===== config.mk =====
export PLATFORM = sky130hd
export DESIGN_NAME = dmem_arbiter
export DESIGN_NICKNAME = d
export VERILOG_FILES = /design/src/rtl/dmem_arbiter.sv
export SDC_FILE = /design/constraint.sdc
export NUM_CORES = 1
export LEC_CHECK = 0
export CORE_AREA = 8 8 160 162
export DETAILED_ROUTE_END_ITERATION = 7
export DIE_AREA = 0 0 168 170
export GPL_TIMING_DRIVEN = 0
export MAX_ROUTING_LAYER = met4
export PLACE_DENSITY = 0.84
export SYNTH_ARGS = -nofsm -noshare
export SYNTH_HDL_FRONTEND = slang
export SYNTH_SLANG_ARGS = --single-unit
export TNS_END_PERCENT = 1

===== constraint.sdc =====
create_clock -name clk -period 3.8 [get_ports clk]
set_input_delay 0.76 -clock clk [delete_from_list [all_inputs] [get_ports clk]]
set_output_delay 0.76 -clock clk [all_outputs]
set_load 0.02 [all_outputs]

===== src/rtl/dmem_arbiter.sv =====
// Two-requester (CPU, DMA/debug) arbiter in front of a single-port data memory.
// Round-robin on ties; each access is a fixed three-cycle grant/access/response sequence.
module dmem_arbiter #(
  parameter int bits       = 64,
  parameter int addr_width = 10
) (
  input  logic                  clk,
  input  logic                  async_reset,
  input  logic                  cpu_req,
  input  logic                  cpu_we,
  input  logic [2:0]            cpu_ctrl,
  input  logic [addr_width-1:0] cpu_addr,
  input  logic [bits-1:0]       cpu_wdata,
  output logic                  cpu_gnt,
  output logic                  cpu_rvalid,
  output logic [bits-1:0]       cpu_rdata,
  input  logic                  dma_req,
  input  logic                  dma_we,
  input  logic [2:0]            dma_ctrl,
  input  logic [addr_width-1:0] dma_addr,
  input  logic [bits-1:0]       dma_wdata,
  output logic                  dma_gnt,
  output logic                  dma_rvalid,
  output logic [bits-1:0]       dma_rdata,
  output logic [2:0]            mem_control,
  output logic [bits-1:0]       mem_data,
  output logic [addr_width-1:0] mem_addr,
  output logic                  mem_we,
  input  logic [bits-1:0]       mem_q
);

  if ((bits % 8) != 0 || bits < 32) begin : gBadParam
    $error("dmem_arbiter: bits must be a multiple of 8 and at least 32");
  end

  typedef enum logic [1:0] {IDLE, ACCESS, RESP} state_e;

  state_e                state_q, state_d;
  logic                  lastGrantDma_q;
  logic                  ownerDma_q;
  logic                  we_q;
  logic [2:0]            ctrl_q;
  logic [addr_width-1:0] addr_q;
  logic [bits-1:0]       wdata_q;
  logic [bits-1:0]       cpuRdata_q, dmaRdata_q;
  logic                  cpuRvalid_q, dmaRvalid_q;
  logic                  grantCpu, grantDma;

  // Ties go to whoever was not served last; nothing is granted while reset is high.
  always_comb begin
    state_d  = state_q;
    grantCpu = 1'b0;
    grantDma = 1'b0;
    unique case (state_q)
      IDLE: begin
        if (!async_reset) begin
          if (cpu_req && (!dma_req || lastGrantDma_q)) begin
            grantCpu = 1'b1;
          end else if (dma_req) begin
            grantDma = 1'b1;
          end
        end
        if (grantCpu || grantDma) begin
          state_d = ACCESS;
        end
      end
      ACCESS:  state_d = RESP;
      RESP:    state_d = IDLE;
      default: state_d = IDLE;
    endcase
  end

  always_ff @(posedge clk) begin
    if (async_reset) begin
      state_q        <= IDLE;
      lastGrantDma_q <= 1'b1;
      ownerDma_q     <= 1'b0;
      we_q           <= 1'b0;
      ctrl_q         <= '0;
      addr_q         <= '0;
      wdata_q        <= '0;
      cpuRdata_q     <= '0;
      dmaRdata_q     <= '0;
      cpuRvalid_q    <= 1'b0;
      dmaRvalid_q    <= 1'b0;
    end else begin
      state_q     <= state_d;
      cpuRvalid_q <= 1'b0;
      dmaRvalid_q <= 1'b0;
      if (grantCpu || grantDma) begin
        lastGrantDma_q <= grantDma;
        ownerDma_q     <= grantDma;
        we_q           <= grantDma ? dma_we    : cpu_we;
        ctrl_q         <= grantDma ? dma_ctrl  : cpu_ctrl;
        addr_q         <= grantDma ? dma_addr  : cpu_addr;
        wdata_q        <= grantDma ? dma_wdata : cpu_wdata;
      end
      // Read data is captured on the ACCESS->RESP edge; only the owner's copy moves.
      if (state_q == ACCESS && !we_q) begin
        if (ownerDma_q) begin
          dmaRdata_q  <= mem_q;
          dmaRvalid_q <= 1'b1;
        end else begin
          cpuRdata_q  <= mem_q;
          cpuRvalid_q <= 1'b1;
        end
      end
    end
  end

  assign cpu_gnt     = grantCpu;
  assign dma_gnt     = grantDma;
  assign cpu_rvalid  = cpuRvalid_q & ~async_reset;
  assign dma_rvalid  = dmaRvalid_q & ~async_reset;
  assign cpu_rdata   = cpuRdata_q;
  assign dma_rdata   = dmaRdata_q;
  assign mem_we      = (state_q == ACCESS) & we_q;
  assign mem_control = (state_q == ACCESS) ? ctrl_q  : '0;
  assign mem_addr    = (state_q == ACCESS) ? addr_q  : '0;
  assign mem_data    = (state_q == ACCESS) ? wdata_q : '0;

endmodule

==> impl_metrics.yaml <==
run_status:
  status: "finished clean"
route:
  drtAntennaViolNets: 0
  via_count: 10400
  first_pass_iters: 6
  wl_per_cell_um: 20.5
  dr_wl_met2_mm: 19.6
  highest_layer: "met4"
  route.detailed.drc: 0
  drtIter0Drc: 829
  routed_via_density: 5.47
  drt-total-wl_mm: 38.8
  drt-met1-wl_mm: 14.1
  met3_length_mm: 3.57
finish:
  fillers: 1928
  design_area_mm2: 0.0144
  drive_above_1_share_pct: 5.23
  final_common_cell: "clkdlybuf4s50_1"
  syn2layout_area_growth_pct: 62.1
  final_cell_mix: "clkdlybuf4s50_1 (432), nand2_1 (257), dfxtp_1 (212), a21oi_1 (206), and2_1 (79)"
  nets: 1814
  finish.utilization_pct: 62.7
die:
  ios: 434
  initial_utilization_pct: 38.7
  coreArea_mm2: 0.0231
  die_y_um: 170
  rows: 56
  die_w_um: 168
  dieArea_mm2: 0.0286
cts:
  cts_root_buf: "clkbuf_16"
  cts_sinks: 212
  htree_num_levels: 1
  clkLatencyLatePin_ps: 510
  cts_setup_buffers: 0
  cts_tree: "done"
  cts_made_buffers: 23
  path_clk_slew_ps: 60
  clk_path_buf_depth: 3
critical_path:
  cp-start-kind: "input port"
  critical_path_buf_inv_count: 4
  crit_arrival_ps: 2900
  path_cells: "clkdlybuf4s50_1 -> or3b_1 -> buf_2 -> clkbuf_1 -> nor2_1 -> clkdlybuf4s50_1"
  worst-path-max-fanout: 10
  critical_path.max_stage_delay_ps: 630
  crit_required_ps: 3040
  cp_num_cells: 6
  critPathKind: "input port to output port"
  critPathTopFamily: "buffers and inverters"
  r2r.worst_path.cells: 5
  worst_setup_path_end_kind: "output port"
  cpMostUsedCell: "clkdlybuf4s50_1"
  cpMaxStageDelayCell: "clkdlybuf4s50_1"
synth:
  yosys.area_share.simple_pct: 22.3
  synth_area_mm2: 0.00891
  syn_nets: 1357
  synth.distinct_cells: 29
  synth.area.mux_share_pct: 0
  ys_ff_latch: 212
  yosys_warnings: 0
  synth_xor_area_share_pct: 0
  synth-seq-area-share_pct: 47.6
  synth_top_family_by_area: "compound AO/OA/AOI/OAI gates"
  synth_compound_area_share_pct: 24.1
  avgSynthCellArea_um2: 7.87
  synth_fa_ha_area_share_pct: 0
  syn_inst: 1133
place:
  place_ws_ps: 151
  placed_cell_area_mm2: 0.0136
  portBuffers: 432
  gp_congestion: 0.938
  dp_hpwl_mm: 29.9
global_routing:
  overflow: 0
  grt_pass1_vias: 10400
  grt_max_degree: 15
  grt_util_all_layers_pct: 26.1
  antenna_found_initial: 2
  grt_pass1_wl_mm: 58.2
sta:
  fin_worst_skew_ps: 14.7
  relSlewSlack_pct: 51.0
  hold_viol: 0
  setup_viol: 0
  setup_ws_ps: 139
  max_slew.worst_pin.slew_ps: 732
  timing.setup.tns_ps: 0
  max_freq_ghz: 0.273
  holdWs_ps: 455
  finalCriticalPeriod_ps: 3660
  rsz0062_at_grt: "no"
  period_share_pct: 96.3
  slew_violations: 0
power:
  power.leakage_nw: 4.92
  sequentialPowerShare_pct: 40.0
  p_int_mw: 4.45
  p_switching_mw: 1.63
  power_frac_comb_pct: 19.4
  ir_worst_vdd_mv: 0.278
  clock_power_share_pct: 40.6
  powerDensity_mw_per_mm2: 421
  switching_share_pct: 26.8
job:
  maxCapViolations: 0
worst_hold_path:
  hp-class: "flop to flop"
  min_path_cells: 2
## power by group through the flow
stage,clock [mW],sequential [mW],combinational [mW]
4_1_cts,2.49,2.43,1.18
3_5_place_dp,0,2.48,1.17
3_3_place_gp,0,2.47,1.15
5_1_grt,2.59,2.45,1.27
2_1_floorplan,0,2.53,0.504
6_report,2.47,2.43,1.18
## metrics by stage
stage | power (mW) | std cells
2_1_floorplan | 3.03 | 1133
3_3_place_gp | 3.62 | 1855
3_5_place_dp | 3.65 | 1855
4_1_cts | 6.10 | 1895
5_1_grt | 6.31 | 1897
6_report | 6.09 | 1897
## cell families after synthesis
family / count (synthesis)
and+or+nand+nor: 433
AOI/OAI and AO/OA: 367
DFF: 212
buffers and inverters: 121
## routing by layer
layer	track usage, %	up-vias
met2	46.4	570
met5	-	-
li1	-	4855
met3	7.07	97
met1	27.3	4858
met4	10.6	0
## worst reg2reg max path, delay by kind of cell, from the launching register on
| family | cells | cell delay (ps) |
|---|---|---|
| flip-flops | 1 | 290 |
| buffers and inverters | 2 | 650 |
| AO/OA/AOI/OAI | 1 | 290 |
| AND/OR/NAND/NOR | 2 | 780 |
## layout make-up
cell class                      instances  area, µm²  share of cell area [%]
Antenna cell                            2       5.00                  0.0346
Clock buffer                           27        611                    4.23
Timing Repair Buffer                  432       4320                    29.9
Sequential cell                       212       4240                    29.4
Multi-Input combinational cell        800       4140                    28.7
Tap cell                              290        363                    2.51
Buffer                                121        537                    3.72
Clock inverter                         13        221                    1.53
## state kept, by name, indices dropped and copies added, names as in the netlist
register and cells:
addr_q 10, lastGrantDma_q 1, wdata_q 64, dmaRvalid_q 1, cpuRvalid_q 1, we_q 1, ctrl_q 3, state_q 2
ownerDma_q 1, dma_rdata 64, cpu_rdata 64
## repair_timing
item | CTS | global route
hold buffers | 0 | 0
resized for setup | 1 | 1
endpoints found under the setup margin | 10 | 10
pin swaps | 0 | 0
## synthesized netlist by cell type
master | n | share of area [%]
o21ai_0 | 73 | 4.1
o21ai_1 | 5 | 0.28
and2_1 | 79 | 5.5
a211o_1 | 1 | 0.098
buf_1 | 8 | 0.34
a21o_1 | 1 | 0.084
nor2b_1 | 5 | 0.35
o21ba_1 | 1 | 0.11
dfxtp_1 | 212 | 48
nor2_1 | 5 | 0.21
nand4bb_1 | 1 | 0.13
nor4bb_1 | 1 | 0.11
nand2_1 | 257 | 11
buf_6 | 3 | 0.38
a22oi_1 | 1 | 0.084
nor2_4 | 1 | 0.13
a311oi_1 | 78 | 7.7
or3b_1 | 1 | 0.098
a21oi_2 | 1 | 0.098
nor3_1 | 1 | 0.056
clkbuf_1 | 72 | 3.0
nor3b_2 | 1 | 0.14
buf_2 | 33 | 1.9
nor4b_1 | 1 | 0.098
a21oi_1 | 206 | 12
or3b_2 | 1 | 0.098
or4b_1 | 1 | 0.11
nand3_1 | 78 | 4.4
buf_4 | 5 | 0.42
## final timing paths
path	from	end	slack (ps)
setup / recovery	dma_req	dma_gnt	140
hold reg to reg	cpu_rdata[46]	cpu_rdata[46]	450
hold / removal	cpu_rdata[46]	cpu_rdata[46]	450
setup reg to reg	state_q[1]	wdata_q[32]	1690
(Power assumes the default switching activity.)
==> edit 1 (same settings) <==
Make the reset (`async_reset`) asynchronous in one clocked block.
--- a/src/rtl/dmem_arbiter.sv
+++ b/src/rtl/dmem_arbiter.sv
@@ -70,7 +70,7 @@
     endcase
   end
 
-  always_ff @(posedge clk) begin
+  always_ff @(posedge clk or posedge async_reset) begin
     if (async_reset) begin
       state_q        <= IDLE;
       lastGrantDma_q <= 1'b1;
Check against the original RTL: differs if async_reset is asserted again (counterexample within 4 cycles, from zero or initial values and one cycle with async_reset high); with async_reset held inactive, the same outputs for 4 cycles.
==> edit 1 against the unedited design <==
Sequential cell count unchanged. Synthesized area is 6.0% higher. Critical path depth did not move. Maximum frequency shrank 1.7%. Wire length decreased by 8.5%. Utilization up 2.7 points. Final area grew 4.3%. Setup slack lost 0.063 ns. Sequential share of layout area is 5.8 points higher. Highest routed layer unchanged.
Power is not compared: it rests on default switching activity, and its combinational part moved more than twofold at a synthesized area within 25%.
==> edit 1: results (changes against the unedited design) <==
- Met3 usage: 0.0646 (was 0.0707)
- Post-synth top flop: dfrtp_1 (was dfxtp_1)
- Number of signal-net buffers in the layout: 521 (was 553)
- Outcome: complete, no violations (unchanged)
- Met3 routed WL: 2740 um (was 3570 um)
- Initial antenna violation count: 1 (was 2)
- Multi-input gate area: 3710 um2 (was 4140 um2)
- Global placement routability congestion: 0.902 (was 0.938)
- Share of flip-flops with an asynchronous set or reset: 1.00 (was 0)
- Reg-to-reg slack, setup: 1.88 ns (was 1.69 ns)
- Hold-critical path depth: 1 (was 2)
- Fill count: 1756 (was 1928)
- Slew of the pin with the lowest slew margin: 0.538 ns (was 0.732 ns)
- Cell area after placement: 14300 um2 (was 13600 um2)
- Clock skew: 0.0100 ns (was 0.0147 ns)
- Post-DP HPWL: 27800 um (was 29900 um)
- Hold Startpoint: dma_rdata[5] (was cpu_rdata[46])
- DR vias/cell: 5.39 (was 5.47)
- First-pass GRT wire length: 53900 um (was 58200 um)
- YS warnings: 0 (unchanged)
- Max incr delay on CP: 0.66 ns (was 0.63 ns)
- Setup WS pre-CTS: -0.0958 ns (was 0.151 ns)
- ClkCell Share: 0.0519 (was 0.0576)
- Seq cells: 212 (unchanged)
- Mux contribution to synthesized area: 0.153 (was 0)
- Final #Nets: 1520 (was 1814)
- Sequential share of the synthesized area: 0.562 (was 0.476)
- Syn Nets: 1055 (was 1357)
- Initial drt markers: 474 (was 829)
- GR Util met2: 0.427 (was 0.464)
- Largest net degree at the start of global routing: 43 (was 15)
- Synth Area in Compound Gates: 0.138 (was 0.241)
- Final worst path period share: 0.980 (was 0.963)
- NonClk Buf Share: 0.324 (was 0.337)
- CTS Buf Count: 24 (was 23)
- Clock buffers: 34 (was 27)
- Synth cell types: 26 (was 29)
- Sequential share of cell area: 0.352 (was 0.294)
- R2r endpoint: cpu_rdata[47] (was wdata_q[32])
- Share of layout cells above drive strength 1: 0.166 (was 0.0523)
- WL final: 35500 um (was 38800 um)
- M1 wire length: 13300 um (was 14100 um)
- Non-clock inverters: 3 (was 0)
- Port bufs: 433 (was 432)
- DR pass1 iterations: 4 (was 6)
- # diodes: 1 (was 2)
## edit 1: cell count changes in the layout (fill, tap and decap cells not counted), moves of 6 or more
cell | unedited run | this run
clkbuf_1 | 74 | 42
dfrtp_1 | 0 | 211
a311oi_1 | 78 | 0
buf_2 | 33 | 27
dfxtp_1 | 212 | 0
buf_1 | 8 | 0
a31oi_1 | 0 | 78
a21oi_1 | 206 | 78
buf_4 | 5 | 14
nand2_1 | 257 | 0
mux2_2 | 0 | 124
## edit 1: per-stage QoR
step | hold slack, ns | TNS (ns) | power [mW] | utilization | instances
final | 0.491 | 0 | 10.4 | 0.653 | 1602
after floorplan | 0.463 | 0 | 5.76 | - | 831
after global routing | 0.514 | -0.00370 | 10.9 | 0.653 | 1602
after global placement | 0.468 | -343.31 | 8.01 | 0.614 | 1554
after CTS | 0.497 | 0 | 10.5 | 0.653 | 1601
after detailed placement | 0.474 | -0.0958 | 8.16 | 0.619 | 1560
==> edit 2 (config.mk and constraints unchanged) <==
Made on the original files. Set the parameter `addr_width` to 9 (it was 10).
--- a/src/rtl/dmem_arbiter.sv
+++ b/src/rtl/dmem_arbiter.sv
@@ -2,7 +2,7 @@
 // Round-robin on ties; each access is a fixed three-cycle grant/access/response sequence.
 module dmem_arbiter #(
   parameter int bits       = 64,
-  parameter int addr_width = 10
+  parameter int addr_width = 9
 ) (
   input  logic                  clk,
   input  logic                  async_reset,
Interface: changed (resized cpu_addr, dma_addr and mem_addr); port bits go from 434 to 431. The function was not compared with the original's and may differ.
==> edit 2 against the unedited design <==
Synthesized area rose by 1.0%. Wire length decreased by 0.97%. Highest routed layer unchanged. Sequential share of layout area shrank 0.19 points. First-iteration DRC count grew 9.2%. Count of clock-buffer cells in the layout is 2 higher. Non-clock buffer count down 3. Final area is 0.17% higher. Setup slack improved by 0.019 ns. Critical path type unchanged. Power decreased by 2.8%. Sequential cell count shrank 1.
==> edit 2: results (changes against the unedited design) <==
- Sequential share of the synthesized area: 0.469 (was 0.476)
- Post-DP HPWL: 30100 um (was 29900 um)
- Synth top cells by count: nand2_1 (257), dfxtp_1 (211), a21oi_1 (205), and2_1 (78), nand3_1 (77) (was nand2_1 (257), dfxtp_1 (212), a21oi_1 (206), and2_1 (79))
- Tot GR Track Use: 0.262 (was 0.261)
- ClkCell Share: 0.0540 (was 0.0576)
- Inst Count DP: 1846 (was 1855)
- WL final: 38500 um (was 38800 um)
- Hold Startpoint: dma_rdata[16] (was cpu_rdata[46])
- Setup WS pre-CTS: 0.0856 ns (was 0.151 ns)
- Multi-input gate count: 795 (was 800)
- Max-slew headroom: 0.437 (was 0.510)
- GR Util met2: 0.458 (was 0.464)
- Worst min-delay path class: reg2reg (unchanged)
- Cell area after placement: 13700 um2 (was 13600 um2)
- Port bufs: 429 (was 432)
- Share of layout cells above drive strength 1: 0.0695 (was 0.0523)
- Metal2 WL: 18900 um (was 19600 um)
- # diodes: 6 (was 2)
- DR vias/cell: 5.46 (was 5.47)
- Area contributors post-synth: dfxtp_1 (47%), a21oi_1 (11%), nand2_1 (11%) (was dfxtp_1 (48%), a21oi_1 (12%), nand2_1 (11%))
- Power Dens Cells: 409 nW/um2 (was 421 nW/um2)
- Met3 routed WL: 3750 um (was 3570 um)
- Fill count: 1919 (was 1928)
- Seq cells: 211 (was 212)
- Worst reg2reg path startpoint: state_q[1] (unchanged)
- Avg Inst Size Synth: 7.99 um2 (was 7.87 um2)
- Worst setup path startpoint: cpu_req (was dma_req)
- Multi-input combinational area share: 0.293 (was 0.287)
- Global placement routability congestion: 0.935 (was 0.938)
- Leak Pwr: 4.92 nW (about the same)
- Initial antenna violation count: 5 (was 2)
- Syn Nets: 1349 (was 1357)
- Number of signal-net buffers in the layout: 550 (was 553)
- Clock buffers: 29 (was 27)
- YS warnings: 0 (unchanged)
- Met1 global-route usage: 0.271 (was 0.273)
- Synth cell types: 30 (was 29)
- Arr. time, crit path: 2.88 ns (was 2.90 ns)
- Outcome: complete, no violations (unchanged)
- P&R area growth vs syn: 60.7% (was 62.1%)
- Register Area: 4220 um2 (was 4240 um2)
- M1 wire length: 14000 um (was 14100 um)
- Vias in the first global route: 10600 (was 10400)
- Fin cells: 1894 (was 1897)
- CP max FO: 5 (was 10)
- VDD IR max: 0.236 mV (was 0.278 mV)
- Met3 usage: 0.0769 (was 0.0707)
- Clock skew: 0.0120 ns (was 0.0147 ns)
- First-pass GRT wire length: 57900 um (was 58200 um)
- Initial drt markers: 905 (was 829)
- NonClk Buf Share: 0.335 (was 0.337)
edit 2: path summary, 6_finish.rpt:
kind | slack [ns] | end | depth (start not counted)
hold / removal | 0.45 | dma_rdata[16] | 2
setup / recovery | 0.16 | cpu_gnt | 4
hold reg to reg | 0.45 | dma_rdata[16] | 2
setup reg to reg | 1.70 | wdata_q[57] | 5
edit 2: report_power, final:
group / total, mW / switching (mW) / internal (mW)
sequential: 2.42 / 0.0698 / 2.35
combinational: 1.20 / 0.653 / 0.550
clock: 2.30 / 0.954 / 1.34
edit 2: cells by family after synthesis:
logic type	Yosys count	synth area share
buf+inv	121	0.0613
simple gates	431	0.219
compound gates	364	0.250
flops	211	0.469
edit 2: timing repair:
item,in CTS,in global routing
hold buffers,0,0
endpoints found under the setup margin,20,3
gates resized for setup,3,3
edit 2: critical path, stage by stage:
cell             delay [ns]
clkdlybuf4s50_1        0.57
or3b_2                 0.51
nor3_1                 0.33
clkdlybuf4s50_1        0.71
